<file path="src/rtl/code_reverse_converter.sv">
// Multi-cycle decoder: restores a binary value from Gray, packed-BCD or excess-3.
// Gray is decoded MSB-first one bit per cycle; BCD/excess-3 use reverse double-dabble.
module code_reverse_converter #(
  parameter int N = 8,
  parameter int D = 3
) (
  input  logic           clk,
  input  logic           rst,
  input  logic           start,
  input  logic [1:0]     sel,
  input  logic [4*D-1:0] din,
  output logic           busy,
  output logic           done,
  output logic [N-1:0]   dout,
  output logic           err,
  output logic [1:0]     state
);

  localparam int W  = 4 * D;
  localparam int CW = $clog2(N + 1);

  localparam logic [1:0] SEL_PASS = 2'b00;
  localparam logic [1:0] SEL_GRAY = 2'b01;
  localparam logic [1:0] SEL_BCD  = 2'b10;
  localparam logic [1:0] SEL_XS3  = 2'b11;

  typedef enum logic [1:0] {
    IDLE = 2'd0,
    LOAD = 2'd1,
    CONV = 2'd2,
    DONE = 2'd3
  } state_t;

  state_t          state_q, state_d;
  logic [1:0]      sel_q;
  logic [W-1:0]    din_q;
  logic [W-1:0]    bcd_q;
  logic [N-1:0]    bin_q;
  logic [N-1:0]    gray_q;
  logic            run_q;
  logic [CW-1:0]   cnt_q;

  logic            bcd_ok;
  logic            xs3_ok;
  logic            load_err;
  logic [W-1:0]    xs3_adj;
  logic [W+N-1:0]  shifted;
  logic [3:0]      digit;
  logic [W-1:0]    bcd_step;
  logic [N-1:0]    bin_step;
  logic            gray_bit;
  logic [N-1:0]    gray_bin;
  logic            last;

  // Digit validation, excess-3 bias removal and one reverse double-dabble step.
  always_comb begin
    // NOTE: every variable gets a default first so no path leaves it unassigned (no latch).
    bcd_ok   = 1'b1;
    xs3_ok   = 1'b1;
    xs3_adj  = '0;
    bcd_step = '0;
    digit    = '0;
    shifted  = {bcd_q, bin_q} >> 1;
    for (int i = 0; i < D; i++) begin
      if (din_q[4*i +: 4] > 4'd9) bcd_ok = 1'b0;
      if (din_q[4*i +: 4] < 4'd3 || din_q[4*i +: 4] > 4'd12) xs3_ok = 1'b0;
      xs3_adj[4*i +: 4] = din_q[4*i +: 4] - 4'd3;
      digit = shifted[N + 4*i +: 4];
      bcd_step[4*i +: 4] = (digit >= 4'd8) ? digit - 4'd3 : digit;
    end
  end

  assign bin_step = shifted[N-1:0];
  assign gray_bit = run_q ^ gray_q[N-1];
  assign gray_bin = {bin_q[N-2:0], gray_bit};
  assign last     = (cnt_q == CW'(1));
  assign load_err = (sel_q == SEL_BCD && !bcd_ok) || (sel_q == SEL_XS3 && !xs3_ok);

  assign busy  = (state_q != IDLE);
  assign done  = (state_q == DONE);
  assign state = state_q;

  // State register.
  always_ff @(posedge clk or posedge rst) begin
    if (rst) state_q <= IDLE;
    else     state_q <= state_d;
  end

  // Next-state logic.
  always_comb begin
    state_d = IDLE;
    case (state_q)
      IDLE: state_d = start ? LOAD : IDLE;
      LOAD: state_d = (sel_q == SEL_PASS || load_err) ? DONE : CONV;
      CONV: state_d = last ? DONE : CONV;
      DONE: state_d = IDLE;
      default: state_d = IDLE;
    endcase
  end

  // Datapath and registered results. dout/err change only on entry to DONE.
  always_ff @(posedge clk or posedge rst) begin
    // NOTE: all datapath registers are cleared on reset so an aborted operation leaves no residue.
    if (rst) begin
      sel_q  <= '0;
      din_q  <= '0;
      bcd_q  <= '0;
      bin_q  <= '0;
      gray_q <= '0;
      run_q  <= 1'b0;
      cnt_q  <= '0;
      dout   <= '0;
      err    <= 1'b0;
    end else begin
      // NOTE: non-blocking assignments so every register samples pre-edge values.
      case (state_q)
        IDLE: begin
          if (start) begin
            sel_q <= sel;
            din_q <= din;
          end
        end
        LOAD: begin
          case (sel_q)
            SEL_PASS: begin
              dout <= din_q[N-1:0];
              err  <= 1'b0;
            end
            SEL_GRAY: begin
              gray_q <= din_q[N-1:0];
              run_q  <= 1'b0;
              bin_q  <= '0;
              cnt_q  <= CW'(N);
            end
            default: begin
              if (load_err) begin
                dout <= '0;
                err  <= 1'b1;
              end else begin
                bcd_q <= (sel_q == SEL_BCD) ? din_q : xs3_adj;
                bin_q <= '0;
                cnt_q <= CW'(N);
              end
            end
          endcase
        end
        CONV: begin
          cnt_q <= cnt_q - CW'(1);
          if (sel_q == SEL_GRAY) begin
            gray_q <= gray_q << 1;
            run_q  <= gray_bit;
            bin_q  <= gray_bin;
            if (last) begin
              dout <= gray_bin;
              err  <= 1'b0;
            end
          end else begin
            bcd_q <= bcd_step;
            bin_q <= bin_step;
            // Residual BCD after N shifts means the value does not fit in N bits.
            if (last) begin
              if (bcd_step != '0) begin
                dout <= '0;
                err  <= 1'b1;
              end else begin
                dout <= bin_step;
                err  <= 1'b0;
              end
            end
          end
        end
        default: ;
      endcase
    end
  end

endmodule

</file>
<file path="config.mk">
export PLATFORM = sky130hd
export DESIGN_NAME = code_reverse_converter
export DESIGN_NICKNAME = d
export VERILOG_FILES = /design/src/rtl/code_reverse_converter.sv
export SDC_FILE = /design/constraint.sdc
export NUM_CORES = 1
export LEC_CHECK = 0
export ABC_AREA = 1
export CAP_MARGIN = 20
export CORE_MARGIN = 5
export CORE_UTILIZATION = 41
export CTS_CLUSTER_DIAMETER = 150
export DETAILED_ROUTE_END_ITERATION = 10
export GPL_TIMING_DRIVEN = 0
export MAX_ROUTING_LAYER = met4
export PLACE_DENSITY = 0.61
export SYNTH_ARGS = -nofsm -noshare
export SYNTH_HDL_FRONTEND = slang
export SYNTH_SLANG_ARGS = --single-unit
</file>
<file path="constraint.sdc">
create_clock -name clk -period 1.97 [get_ports clk]
set_input_delay 0.591 -clock clk [delete_from_list [all_inputs] [get_ports clk]]
set_output_delay 0.591 -clock clk [all_outputs]
set_load 0.02 [all_outputs]
</file>
Word level (Yosys, flattened, before mapping). Cells that the tools add are included.

Logic and storage cells: 112. Output and inout port bits: 13. Register bits after elaboration: 58.

Muxes and demuxes: 45. Order comparisons: 12. Bitwise gates (word level): 1. Reductions and logical operators: 20. Add/sub/neg operators: 7. Equality and inequality tests: 17.

Operators with widths (count): 8-bit one-hot mux with 2 select lines (5); 8-bit 2-to-1 mux (9); 12-bit 2-to-1 mux (4); 4-bit greater-than comparator (second input constant) (6); 12-bit one-hot mux with 2 select lines (1); 4-bit by 2-bit subtractor with 4-bit output (second input constant) (5); 1-bit 2-to-1 mux (16); 4-bit 2-to-1 mux (4); 2-bit inequality test (second input constant) (8); 4-bit one-hot mux with 2 select lines (2); 4-bit by 2-bit < comparator with 1-bit output (second input constant) (3); 12-bit nonzero test (1); 2-bit equality test (second input constant) (4); 4-bit greater-or-equal comparator (second input constant) (2); 2-bit one-hot mux with 4 select lines (1); 4-bit AND reduction (2); 3-bit inequality test (second input constant) (2); 1-bit one-hot mux with 2 select lines (3); 3-bit AND reduction (2); 1-bit logical OR (5); 2-bit by 1-bit equality test with 1-bit output (second input constant) (2); 4-bit by 1-bit equality test with 1-bit output (second input constant) (1); 3-bit by 4-bit greater-or-equal comparator with 1-bit output (second input constant) (1); 2-bit zero test (2); 8 further kinds (11).

Longest topological paths before layout.
Depth in word-level cells: 11. Gate-level depth with buffers: 13. Mapped depth without buffers: 13.

Least setup slack after synthesis. Ideal clock, no wire load.

Path kind: register to register. From: register state_q[0], in the netlist state[0]. To: register bcd_q[4]. Buffers on the path: 2. Period minus slack after synthesis: 1.817 ns. Setup time: 0.120 ns. Arrival: 1.697 ns. Path slack: 0.153 ns. Cell stages (with the launch flop): 9. Path through: dfrtp_1 -> inv_1 -> ha_1 -> inv_1 -> clkbuf_1 -> clkbuf_1 -> o21ai_0 -> nand2_2 -> o21ai_2.

Word-level cells in the longest chain between the ends: 3.

Ends and longest elaborated chain: start: declaration (RTL line 34) `state_t state_q, state_d;`; start signal: assignment (RTL line 86) `else state_q <= state_d;`; 2-bit equality test or 2-bit by 1-bit equality test with 1-bit output (tied branches) (RTL line 116) `case (state_q)`; 2-bit inequality test (no source line) or 2-bit nonzero test (tied branches); 4-bit AND reduction (no source line); end signal: assignment (RTL line 140) `bcd_q <= (sel_q == SEL_BCD) ? din_q : xs3_adj;`; end signal: assignment (RTL line 158) `bcd_q <= bcd_step;`; end: declaration (RTL line 37) `logic [W-1:0] bcd_q;`.

Parallel ways exist; a longest one is shown, timed or not. A chain may end at the register's enable or synchronous reset.

Final worst setup path.
From: register err. To: output err.

RTL lines: start: declaration (RTL line 15) `output logic err,`; start signal: assignment (RTL line 113) `err <= 1'b0;`; start signal: assignment (RTL line 127) `err <= 1'b0;`; start signal: assignment (RTL line 138) `err <= 1'b1;`.

No word-level cell between the ends.

==> impl_summary.log <==
[metrics] status: finished, final reports clean
[metrics] routed wirelength normalized by instance count: 14.16 microns
[metrics] Final Hold Fails: 0
[metrics] Worst Reg-to-Reg Cells: 14
[metrics] Root Driver: sky130_fd_sc_hd__clkbuf_8
[metrics] synthesized netlist cell count: 466
[metrics] Top-Level Pins: 30
[metrics] residual overflow from global routing: 0
[metrics] post-synthesis register bit count: 58
[metrics] drt first pass iters: 4
[metrics] maximum fanout encountered on the critical timing path: 2
[metrics] total number of H-tree levels: 3
[metrics] detailed-routing wirelength on met1: 4316 microns
[metrics] pin count of the biggest net entering global routing: 36
[metrics] proportion of layout cells with a drive suffix above 1: 20.15%
[metrics] Top FF cell, synth: sky130_fd_sc_hd__dfrtp_1
[metrics] Die Ht: 103.4 microns
[metrics] Yosys top cell by area: sky130_fd_sc_hd__dfrtp_1
[metrics] clock tree from TritonCTS: built
[metrics] power per unit of standard cell area: 1942 nW/um^2
[metrics] cell class contributing the biggest share of worst-path delay: buffers and inverters
[metrics] number of global-route vias before repair: 3059
[metrics] EDFF count, synth: 0
[metrics] DRC violations left: 0
[metrics] global-route total usage across every layer: 18.80%
[metrics] starting utilization of the core area: 41.64%
[metrics] Final min period: 1.906 ns
[metrics] async set or reset register ratio after synthesis: 100.0%
[metrics] via count normalized by instance count: 5.011
[metrics] number of library cell types mapped by synthesis: 35
[metrics] clock buffer depth: 2
[metrics] instance area at placement: 4028 sq um
[metrics] leakage dissipation: 2.156 nW
[metrics] Req. time, crit path: 1.38 ns
[metrics] Routed Antenna Nets: 0
[metrics] critical setup path kind: reg2out
[metrics] worst-case clock skew: 0.009956 ns
[metrics] filler cell count in the final layout: 847
[metrics] clock-pin slew reported for the worst setup and hold paths after clock tree synthesis: 0.07 ns
[metrics] weighted congestion at the end of routability-driven global placement: 0.8678
[metrics] kind of start point of the critical path: register
[metrics] horizontal die dimension: 103.4 microns
[metrics] Synth Cell Area: 3578 sq um
[metrics] uppermost layer routed: met4
[metrics] classification of the worst-slack hold path: reg2reg
[metrics] global-route wire length before repair: 15120 microns
[metrics] syn nets: 503
[metrics] Seq/Total Area, Yosys: 40.56%
[metrics] master of the slowest instance on the critical path: sky130_fd_sc_hd__clkdlybuf4s50_1
[metrics] mean instance size in the synthesized netlist: 7.679 sq um
[metrics] number of logic stages on the critical path including buffering: 1
[metrics] top-area cell type share of the netlist area: 40.56%
[metrics] Core Box Area: 8593 sq um
[metrics] Final setup violation count: 0
[metrics] hold slack final: 0.4726 ns
[metrics] Peak supply drop: 0.7268 mV
[metrics] Total Nets Final: 553
[metrics] category of the worst setup path capture point: output pin
[metrics] number of rows created at floorplan: 34
[metrics] number of hold buffers added after cts: 0
[metrics] Tcrit/Tclk final: 96.78%
[metrics] Antenna Cells: 0
[metrics] relative max-transition margin: 62.72%
[metrics] DR vias: 3152
[metrics] CP max stage delay: 0.62 ns
[metrics] total of max-cap violations: 0
[metrics] pins over their slew limit: 0
[metrics] # clock sinks: 58
[metrics] fmax: 524.5 MHz
[metrics] slew at the pin closest to its max-slew limit: 0.5580 ns
[metrics] critical path, cell by cell: clkdlybuf4s50_1
[metrics] Buf/Inv on CP: 1
[metrics] wire length on met2: 4062 microns
[metrics] hold-critical path depth: 2
[metrics] hpwl dp: 6501 microns
[metrics] Total Die Area: 10700 sq um
[metrics] final wirelength: 8908 microns
[metrics] Arr. time, crit path: 1.32 ns
[metrics] summed negative setup slack over all endpoints: 0 ns
[metrics] total CTS buffers: 9
[metrics] area growth from synthesis to layout: 22.94%
[metrics] met3 wire length: 386 microns
[metrics] ranking of synthesized cells by area: sky130_fd_sc_hd__dfrtp_1 41%, sky130_fd_sc_hd__nand2_1 14%, sky130_fd_sc_hd__ha_1 7.0%, sky130_fd_sc_hd__nand3_1 5.7%, sky130_fd_sc_hd__inv_1 5.1%
[metrics] insertion delay to the later sink of the worst-skew pair: 0.35 ns
[metrics] Design Area, Final: 4399 sq um
[metrics] number of port buffers: 29
[metrics] warnings from Yosys: 0
[metrics] initial DRC count: 152
[metrics] number of antenna violations at the first check in global routing: 0
cells in the mapped netlist (5+ instances only):
cell type,n
sky130_fd_sc_hd__o21ai_1,7
sky130_fd_sc_hd__inv_2,8
sky130_fd_sc_hd__o22ai_1,6
sky130_fd_sc_hd__clkbuf_1,6
sky130_fd_sc_hd__dfrtp_1,58
sky130_fd_sc_hd__nor2_1,30
sky130_fd_sc_hd__nand2_2,13
sky130_fd_sc_hd__ha_1,20
sky130_fd_sc_hd__a21oi_1,16
sky130_fd_sc_hd__nand3_1,41
sky130_fd_sc_hd__inv_1,49
sky130_fd_sc_hd__o21ai_2,13
sky130_fd_sc_hd__nand2_1,131
sky130_fd_sc_hd__a31oi_1,6
sky130_fd_sc_hd__xor2_1,5
sky130_fd_sc_hd__o21ai_0,25
cell type report:
class	instances	area [sq um]	share of cell area, %
Multi-Input combinational cell	335	1847	41.98
Sequential cell	58	1458	33.13
Timing Repair Buffer	39	432.9	9.841
Inverter	58	222.7	5.063
Tap cell	108	135.1	3.072
Clock buffer	9	123.9	2.816
Buffer	15	110.1	2.503
Clock inverter	7	70.07	1.593
where the power goes:
part | internal, W | total [W] | switching [W] | leakage, nW
Clock | 0.000581 | 0.00110 | 0.000518 | 0.0990
Combinational | 0.00212 | 0.00529 | 0.00318 | 1.35
Sequential | 0.00171 | 0.00215 | 0.000441 | 0.712
layout by cell type, fill, tap and decap left out, types with 2 or more instances in the layout:
cell / instances
sky130_fd_sc_hd__o31ai_1: 2
sky130_fd_sc_hd__dlygate4sd2_1: 2
sky130_fd_sc_hd__nand3_1: 40
sky130_fd_sc_hd__clkbuf_8: 9
sky130_fd_sc_hd__dfrtp_2: 5
sky130_fd_sc_hd__clkbuf_1: 3
sky130_fd_sc_hd__buf_12: 3
sky130_fd_sc_hd__nor2_2: 3
sky130_fd_sc_hd__o22ai_1: 6
sky130_fd_sc_hd__xor2_1: 5
sky130_fd_sc_hd__clkdlybuf4s50_1: 25
sky130_fd_sc_hd__buf_4: 5
sky130_fd_sc_hd__o21ai_0: 24
sky130_fd_sc_hd__inv_1: 43
sky130_fd_sc_hd__o211ai_1: 2
sky130_fd_sc_hd__mux2_2: 2
sky130_fd_sc_hd__dfrtp_1: 53
sky130_fd_sc_hd__clkinvlp_4: 2
sky130_fd_sc_hd__nand2_4: 3
sky130_fd_sc_hd__clkinv_4: 2
sky130_fd_sc_hd__clkinv_2: 4
sky130_fd_sc_hd__nand2_1: 127
sky130_fd_sc_hd__clkbuf_16: 2
sky130_fd_sc_hd__buf_2: 6
sky130_fd_sc_hd__o21ai_1: 8
sky130_fd_sc_hd__buf_8: 3
sky130_fd_sc_hd__a31oi_1: 6
sky130_fd_sc_hd__a21oi_1: 16
sky130_fd_sc_hd__o21ai_2: 13
sky130_fd_sc_hd__inv_2: 13
sky130_fd_sc_hd__nor2_1: 30
sky130_fd_sc_hd__ha_1: 19
sky130_fd_sc_hd__nand2_2: 17
sky130_fd_sc_hd__clkbuf_2: 2
sky130_fd_sc_hd__nand3_2: 3
flip-flops by register name, summed over array words and instances (netlist names):
| name | cells |
|---|---|
| bcd_q | 12 |
| din_q | 12 |
| bin_q | 8 |
| dout | 8 |
| gray_q | 8 |
| cnt_q | 4 |
| sel_q | 2 |
| state | 2 |
| err | 1 |
| run_q | 1 |
repair_timing:
| action | 4_1_cts | 5_1_grt |
|---|---|---|
| gates resized for setup | 10 | 26 |
| setup endpoints to repair | 43 | 39 |
| buffers inserted | 3 | 4 |
| pin swaps | 2 | 1 |
| gates cloned | 0 | 2 |
per-stage QoR:
step / utilization (%) / std cells / worst slack, ns / power (W)
2_1_floorplan: - / 466 / 0.1530 / 0.005510
3_3_place_gp: 46.64 / 603 / -0.1642 / 0.006724
3_5_place_dp: 46.87 / 604 / -0.2161 / 0.006799
4_1_cts: 49.62 / 623 / 0.0008553 / 0.008104
5_1_grt: 51.19 / 629 / -0.01784 / 0.009314
6_report: 51.19 / 629 / 0.06351 / 0.008544
final timing paths:
kind                             to  slack, ns      from
setup / recovery                err       0.06       err
hold / removal              dout[7]       0.47   dout[7]
setup reg to reg           bcd_q[8]       0.08  din_q[1]
hold reg to reg             dout[7]       0.47   dout[7]
max in group asynchronous  din_q[4]       0.74       rst
min in group asynchronous  bcd_q[5]       0.65       rst
layer usage:
metal	vias to the layer above	global-route usage, %
met5	-	-
li1	1602	-
met4	0	6.574
met2	83	26.81
met3	15	2.884
met1	1452	27.09
logic make-up (layout without fill, tap and decap cells):
group / after synthesis / in the layout / share of synthesized area (%)
AOI/OAI and AO/OA: 79 / 79 / 13.53
xor gates and xnor gates: 6 / 6 / 1.469
adders and majority gates: 20 / 20 / 6.993
buffers and inverters: 73 / 128 / 8.776
DFF: 58 / 58 / 40.56
muxes: 2 / 2 / 0.6293
and+or+nand+nor: 228 / 228 / 28.04
worst reg2reg max path, delay by kind of cell (launching register included):
kind / cells / cell delay (ns)
AOI/OAI and AO/OA: 2 / 0.22
and+or+nand+nor: 7 / 0.55
adders and majority gates: 1 / 0.17
DFF: 1 / 0.48
buffers and inverters: 4 / 0.41
Power figures use the tool's default switching activity.
